==> src/rtl/mainreg_gen.sv <==
// mainreg_gen: SC8b main register file, two operand read ports, constant port, atomic swap, optional shadow bank.
// Latency: reads are combinational; write/swap/save/restore are visible right after the sampling CLK edge.
// Backpressure: none; one operation accepted every cycle, never busy.
// Optional feature: define MAINREG_SHADOW_EN to build the shadow bank (SAVE, RESTORE, SHVALID).
module mainreg_gen #(
    parameter int WIDTH = 8,
    parameter int DEPTH = 4,
    localparam int AW = $clog2(DEPTH)
) (
    input  logic                   CLK,
    input  logic                   RESET,
    input  logic [WIDTH-1:0]       IN,
    input  logic                   MRWE,
    input  logic [AW-1:0]          WA,
    input  logic [AW-1:0]          RA,
    input  logic [AW-1:0]          RB,
    input  logic                   RK,
    input  logic                   SWAPR,
    input  logic                   SAVE,
    input  logic                   RESTORE,
    output logic [WIDTH-1:0]       OUTA,
    output logic [WIDTH-1:0]       OUTB,
    output logic [WIDTH-1:0]       OUTK,
    output logic [WIDTH-1:0]       OIX,
    output logic [DEPTH*WIDTH-1:0] ORF,
    output logic                   SHVALID
);

    logic [WIDTH-1:0] regs     [DEPTH];
    logic [WIDTH-1:0] main_nxt [DEPTH];

    // Read side: everything comes straight from the main bank, no write bypass.
    assign OUTA = regs[RA];
    assign OUTB = regs[RB];
    assign OIX  = regs[DEPTH-1];
    assign OUTK = {WIDTH{RK}};

    for (genvar g = 0; g < DEPTH; g++) begin : g_flat
        assign ORF[g*WIDTH +: WIDTH] = regs[g];
    end

    // Ordinary main-bank update: swap wins over write; RA==RB swap is naturally a no-op.
    always_comb begin
        main_nxt = regs;
        if (SWAPR) begin
            main_nxt[RA] = regs[RB];
            main_nxt[RB] = regs[RA];
        end else if (MRWE) begin
            main_nxt[WA] = IN;
        end
    end

`ifdef MAINREG_SHADOW_EN
    logic [WIDTH-1:0] shadow [DEPTH];
    logic             shvalid_q;

    // Shadow bank snapshots the pre-edge main bank on any SAVE (alone or exchange);
    // a plain RESTORE consumes the saved context and clears the valid flag.
    always_ff @(posedge CLK) begin
        if (RESET) begin
            for (int i = 0; i < DEPTH; i++) begin
                shadow[i] <= '0;
            end
            shvalid_q <= 1'b0;
        end else if (SAVE) begin
            shadow    <= regs;
            shvalid_q <= 1'b1;
        end else if (RESTORE) begin
            shvalid_q <= 1'b0;
        end
    end

    // Main bank: any RESTORE (plain or exchange) loads the shadow and overrides swap/write.
    always_ff @(posedge CLK) begin
        if (RESET) begin
            for (int i = 0; i < DEPTH; i++) begin
                regs[i] <= '0;
            end
        end else if (RESTORE) begin
            regs <= shadow;
        end else begin
            regs <= main_nxt;
        end
    end

    assign SHVALID = shvalid_q;
`else
    // Shadow controls have no effect in this build.
    logic unused_shadow_ctl;
    assign unused_shadow_ctl = SAVE ^ RESTORE;

    // Main bank: reset, then swap/write.
    always_ff @(posedge CLK) begin
        if (RESET) begin
            for (int i = 0; i < DEPTH; i++) begin
                regs[i] <= '0;
            end
        end else begin
            regs <= main_nxt;
        end
    end

    assign SHVALID = 1'b0;
`endif

endmodule

==> config.mk <==
export PLATFORM = sky130hd
export DESIGN_NAME = mainreg_gen
export DESIGN_NICKNAME = d
export VERILOG_FILES = /design/src/rtl/mainreg_gen.sv
export SDC_FILE = /design/constraint.sdc
export NUM_CORES = 1
export LEC_CHECK = 0
export CAP_MARGIN = 40
export CORE_MARGIN = 3
export CORE_UTILIZATION = 25
export DETAILED_ROUTE_END_ITERATION = 16
export HOLD_SLACK_MARGIN = 0.08
export MAX_ROUTING_LAYER = met4
export PLACE_DENSITY = 0.52
export RECOVER_POWER = 25
export SLEW_MARGIN = 20
export SYNTH_ARGS = -nofsm -noshare
export SYNTH_HDL_FRONTEND = slang
export SYNTH_SLANG_ARGS = --single-unit
==> constraint.sdc <==
create_clock -name CLK -period 3.18 [get_ports CLK]
set_input_delay 0.636 -clock CLK [delete_from_list [all_inputs] [get_ports CLK]]
set_output_delay 0.636 -clock CLK [all_outputs]
set_load 0.05 [all_outputs]
-- Word-level counts from Yosys, hierarchy flattened
Index checks and enable logic that the tools add are counted.
- add/sub/neg operators: 0
- $mul: 0
- div/mod/pow operators: 0
- order comparisons: 6
- equal/unequal tests: 0
- shift-type cells: 0
- multiplexer cells: 17
- bitwise logic cells: 3
- reduce and logical (&&, ||, !) cells: 4
- operators by type and width (cell ; number):
    $bwmux 32 ; 3
    $mux 32 ; 2
    $mux 8 ; 7
    $demux 8 s2 ; 3
    $bmux 8 s2 ; 2
    $ge 3x3->1 const B ; 3
    $lt 3x1->1 const B ; 3
    $not 2->3 ; 3
    $logic_and 1x1->1 ; 3
    $reduce_bool 2->1 ; 1
- register bits after elaboration: 32
- bits in latches: 0
- bits in writable memories: 0
- ROM bits: 0
- input bits: 21
- output and inout bits: 65
- logic and storage cells: 34
- memories: 0

-- Depth between registers and ports, before layout
Gate-level depths: netlist of run 1.
- word-level depth: 8
- gate-level depth with buffers: 7
- depth with buffers taken out: 4

-- Least setup slack after synthesis of run 1
Ideal clock, no wire load.
- path type: input -> output
- from: input port RB[0]
- to: output port OUTB[0]
- arrival: 2.089 ns
- required time: 2.544 ns
- setup slack: 0.455 ns
- cell stages on the path: 4
- buffers on the path: 2
- cell sequence: inv_1 buf_2 buf_2 mux2i_1
- longest elaborated chain between the ends: 4
- ends and longest elaborated chain (item ; line ; RTL):
    start, declared ; 16 ; input logic [AW-1:0] RB,
    $not 2->3 (not written as such) ; 34 ; assign OUTB = regs[RB];
    $bmux 8 s2 ; 34 ;
    $mux 8 (not written as such) (2 in a row) ; 34 ;
    end, declared ; 22 ; output logic [WIDTH-1:0] OUTB,
Every way passes these cells. The select of a mux whose other input is x is not followed.

-- Final worst setup path of run 1
- from: input port RA[0]
- to: output port OUTA[7]
- longest elaborated chain between the ends: 4
- ends and longest elaborated chain (item ; line ; RTL):
    start, declared ; 15 ; input logic [AW-1:0] RA,
    $not 2->3 (not written as such) ; 33 ; assign OUTA = regs[RA];
    $bmux 8 s2 ; 33 ;
    $mux 8 (not written as such) (2 in a row) ; 33 ;
    end, declared ; 21 ; output logic [WIDTH-1:0] OUTA,
Every way passes these cells. The select of a mux whose other input is x is not followed.

==> results of run 1 <==
==> state kept, by name (all words and copies together) (netlist names) <==
| name | flops |
|---|---|
| ORF | 24 |
| OIX | 8 |
==> cells in the final DEF (no fill, tap or decap), drive strengths merged, types with 15 or more instances in the layout <==
| cell type | count |
|---|---|
| a221o | 22 |
| o21ai | 18 |
| mux2i | 24 |
| nand2 | 25 |
| dfxtp | 32 |
| dlygate4sd3 | 16 |
| buf | 34 |
| a32oi | 15 |
| clkdlybuf4s50 | 41 |
| nor3 | 19 |
==> cells by family after synthesis <==
| logic type | after synthesis | share of synthesized area |
|---|---|---|
| flops | 32 | 0.256 |
| buf+inv | 41 | 0.113 |
| mux | 32 | 0.170 |
| simple gates | 75 | 0.174 |
| compound gates | 88 | 0.286 |
| other cells | 1 | 0.00150 |
==> worst reg2reg max path, stage by stage, from the launching register on <==
cell     delay [ns]
dfxtp_1        0.36
mux4_1         0.65
nand2_1        0.10
o21ai_0        0.08
a221o_1        0.27
==> per-layer routing <==
layer / part of all wire / GRT usage / up-vias
met4: 0.014 / 0.0509 / 0
li1: - / - / 1187
met1: 0.45 / 0.237 / 1304
met3: 0.074 / 0.0279 / 12
met2: 0.47 / 0.277 / 135
met5: 0 / - / -
==> final cells by class <==
type / count / share of cell area
timing repair buffer: 91 / 0.278
clock inverter: 1 / 0.00146
clock buffer: 6 / 0.0212
multi-input combinational: 196 / 0.462
tap: 129 / 0.0471
sequential: 32 / 0.187
inverter: 3 / 0.00329
==> through the flow <==
step | power, mW | hold WS (ns) | cells | area [sq um]
floorplan | 0.642 | 0.725 | 269 | 2500
global placement | 0.733 | 0.541 | 451 | 3340
detailed placement | 0.735 | 0.557 | 451 | 3350
CTS | 1.03 | 0.573 | 458 | 3420
global route | 1.06 | 0.589 | 458 | 3420
finish | 1.03 | 0.574 | 458 | 3420
==> final timing paths <==
| path | cells after the start | slack [ns] | to | startpoint |
|---|---|---|---|---|
| setup / recovery | 3 | 0.38 | OUTA[7] | RA[0] |
| hold / removal | 2 | 0.57 | ORF[21]$_SDFFE_PP0P_ | ORF[5]$_SDFFE_PP0P_ |
| setup reg to reg | 4 | 1.61 | OIX[7]$_SDFFE_PP0P_ | ORF[23]$_SDFFE_PP0P_ |
| hold reg to reg | 2 | 0.57 | ORF[21]$_SDFFE_PP0P_ | ORF[5]$_SDFFE_PP0P_ |
==> where the power goes <==
group	internal, mW	switching (mW)	total (mW)
Clock	0.149	0.157	0.306
Combinational	0.111	0.188	0.299
Sequential	0.411	0.0152	0.426
Total	0.672	0.360	1.03
==> run summary, run 1 <==
RUN STATUS
--------------------------------------------------------------------------------
Run status ........................................................ complete, no violations

SYNTH
--------------------------------------------------------------------------------
Cells after Synth .................................................          269
Fraction of post-synthesis cell area in the top cell type by area .        0.256
Total nets after synthesis ........................................          290
Yosys synthesis warning count .....................................            0
Number of flops mapped to enable cells by yosys ...................            0
Cell area after technology mapping ................................ 0.00250 sq mm
Synth area leader .................................................      dfxtp_1
Top FF cell, synth ................................................      dfxtp_1
Sequential share of the synthesized area ..........................        0.256
Top cells by area, synth .......................................... dfxtp_1 26%, mux2i_1 9.6%, a221o_1 8.8%
Mean post-synth cell area .........................................   9.29 sq um
Async set-reset flop share out of synthesis .......................            0
Leading post-synthesis cells by instance count .................... 32 x dfxtp_1, 25 x nand2_1, 24 x mux2i_1
Most common cell in the netlist ...................................      dfxtp_1
Register bit count reported by yosys ..............................           32
Library cells used by synthesis ...................................           45

CRITICAL PATH
--------------------------------------------------------------------------------
Largest stage delay, worst path ...................................      0.72 ns
Required time worst endpoint ......................................      2.54 ns
Type of the worst setup path ...................................... input pin to output pin
Buffers and inverters on the worst path ...........................            2
Dominant delay contributor by cell family on the critical path .... buffers and inverters
Signal arrival time at the worst endpoint .........................      2.17 ns
Worst-path fanout max .............................................            5
Cells along the critical path ..................................... clkdlybuf4s50_1 > mux4_1 > buf_4
Launching element type of the critical path .......................    input pin
Endpoint class of the critical path ...............................   output pin
Critical Path Slowest Stage Cell ..................................       mux4_1

LAYOUT
--------------------------------------------------------------------------------
Final-layout fill cell count ......................................          986
Area Overhead vs Synth ............................................        37.0%
Final-stage net count .............................................          350
Ant diodes ........................................................            0
Area of the multi-input gates ..................................... 0.00158 sq mm
Fraction of the core area covered by cells at the end of the flow .        0.362
Reg area ..........................................................    641 sq um
Fraction of final layout cells sized beyond drive strength 1 ......        0.176

CLOCK TREE
--------------------------------------------------------------------------------
Clock-pin transition on the worst setup and hold timing paths .....      0.07 ns
Number of hold buffers added after CTS ............................            0
Count of instances resized after the clock tree is built ..........            0
Maximum number of buffers from clock root to sink .................            2
Total number of clock tree sinks ..................................           32
Clock tree root driver cell .......................................     clkbuf_8
Clock latency reported for the late side of the worst-skew pair ...      0.28 ns
Number of H-tree branching levels .................................            2
TritonCTS buffer count ............................................            5
CTS tree ..........................................................        built
Post-CTS setup-driven buffer insertion count ......................            0

PLACE
--------------------------------------------------------------------------------
Final weighted congestion of routability-driven global placement ..        0.831
Worst setup slack after placement .................................     0.360 ns
HPWL reported at the end of detailed placement .................... 6540 microns
Count of input and output buffers .................................           73

STA
--------------------------------------------------------------------------------
RSZ-0062 raised after global routing ..............................           no
Part of the cycle the worst path needs ............................        0.881
Measured slew at the worst slew-check pin .........................     0.787 ns
Maximum clock frequency ...........................................    0.357 GHz
Period minus WS final .............................................      2.80 ns
Max-slew violation count ..........................................            0
Fin worst setup slack .............................................     0.377 ns
Max transition margin .............................................        0.472
Endpoints failing setup ...........................................            0
Post-Route Setup TNS ..............................................         0 ns
Hold Fails Final Rpt ..............................................            0
Clock Skews .......................................................   0.00460 ns

DETAILED ROUTING
--------------------------------------------------------------------------------
Wire length after detailed routing ................................ 9820 microns
Violation count after the first detailed-route iteration ..........          279
Post-DRT Antenna Nets .............................................            0
Vias ..............................................................         2638
Detailed-route wire length per cell ............................... 21.4 microns
Via-per-instance ratio ............................................         5.76
Initial DRT Pass Iterations .......................................            5
DRC Markers .......................................................            0

GLOBAL ROUTING
--------------------------------------------------------------------------------
Vias in the first global route ....................................         2598
Global-route wire length before repair ............................ 15200 microns
Maximum number of pins on one net before global-route repair ......           25
Number of antenna violations at the first check in global routing .            0
Global route overflow .............................................            0
Overall fraction of global-route tracks in use ....................        0.177

PWR
--------------------------------------------------------------------------------
Leakage power .....................................................      1.34 nW
Areal power density over the cells ................................  301 mW/mm^2
Maximum VDD drop ..................................................     0.136 mV

FLOORPLAN
--------------------------------------------------------------------------------
Die H .............................................................  106 microns
Core box area ..................................................... 0.00946 sq mm
Cell row count ....................................................           35
Area enclosed by the die boundary ................................. 0.0112 sq mm
Number of top-level pins ..........................................           86
Width of the die ..................................................  106 microns
Starting density of the core ......................................        0.264

RUN
--------------------------------------------------------------------------------
Max-cap viol count ................................................            0

WORST HOLD PATH
--------------------------------------------------------------------------------
Worst hold path class ............................................. register to register

Note: power is estimated with default switching activity, not from simulation.
==> run 2: changes to the inputs <==
--- a/config.mk
+++ b/config.mk
@@ -9,6 +9,7 @@
 export CORE_MARGIN = 3
 export CORE_UTILIZATION = 25
 export DETAILED_ROUTE_END_ITERATION = 16
+export GPL_ROUTABILITY_DRIVEN = 0
 export HOLD_SLACK_MARGIN = 0.08
 export MAX_ROUTING_LAYER = met4
 export PLACE_DENSITY = 0.52
==> results of run 2 <==
The final DEF is identical to that of run 1; final timing and power are the same.
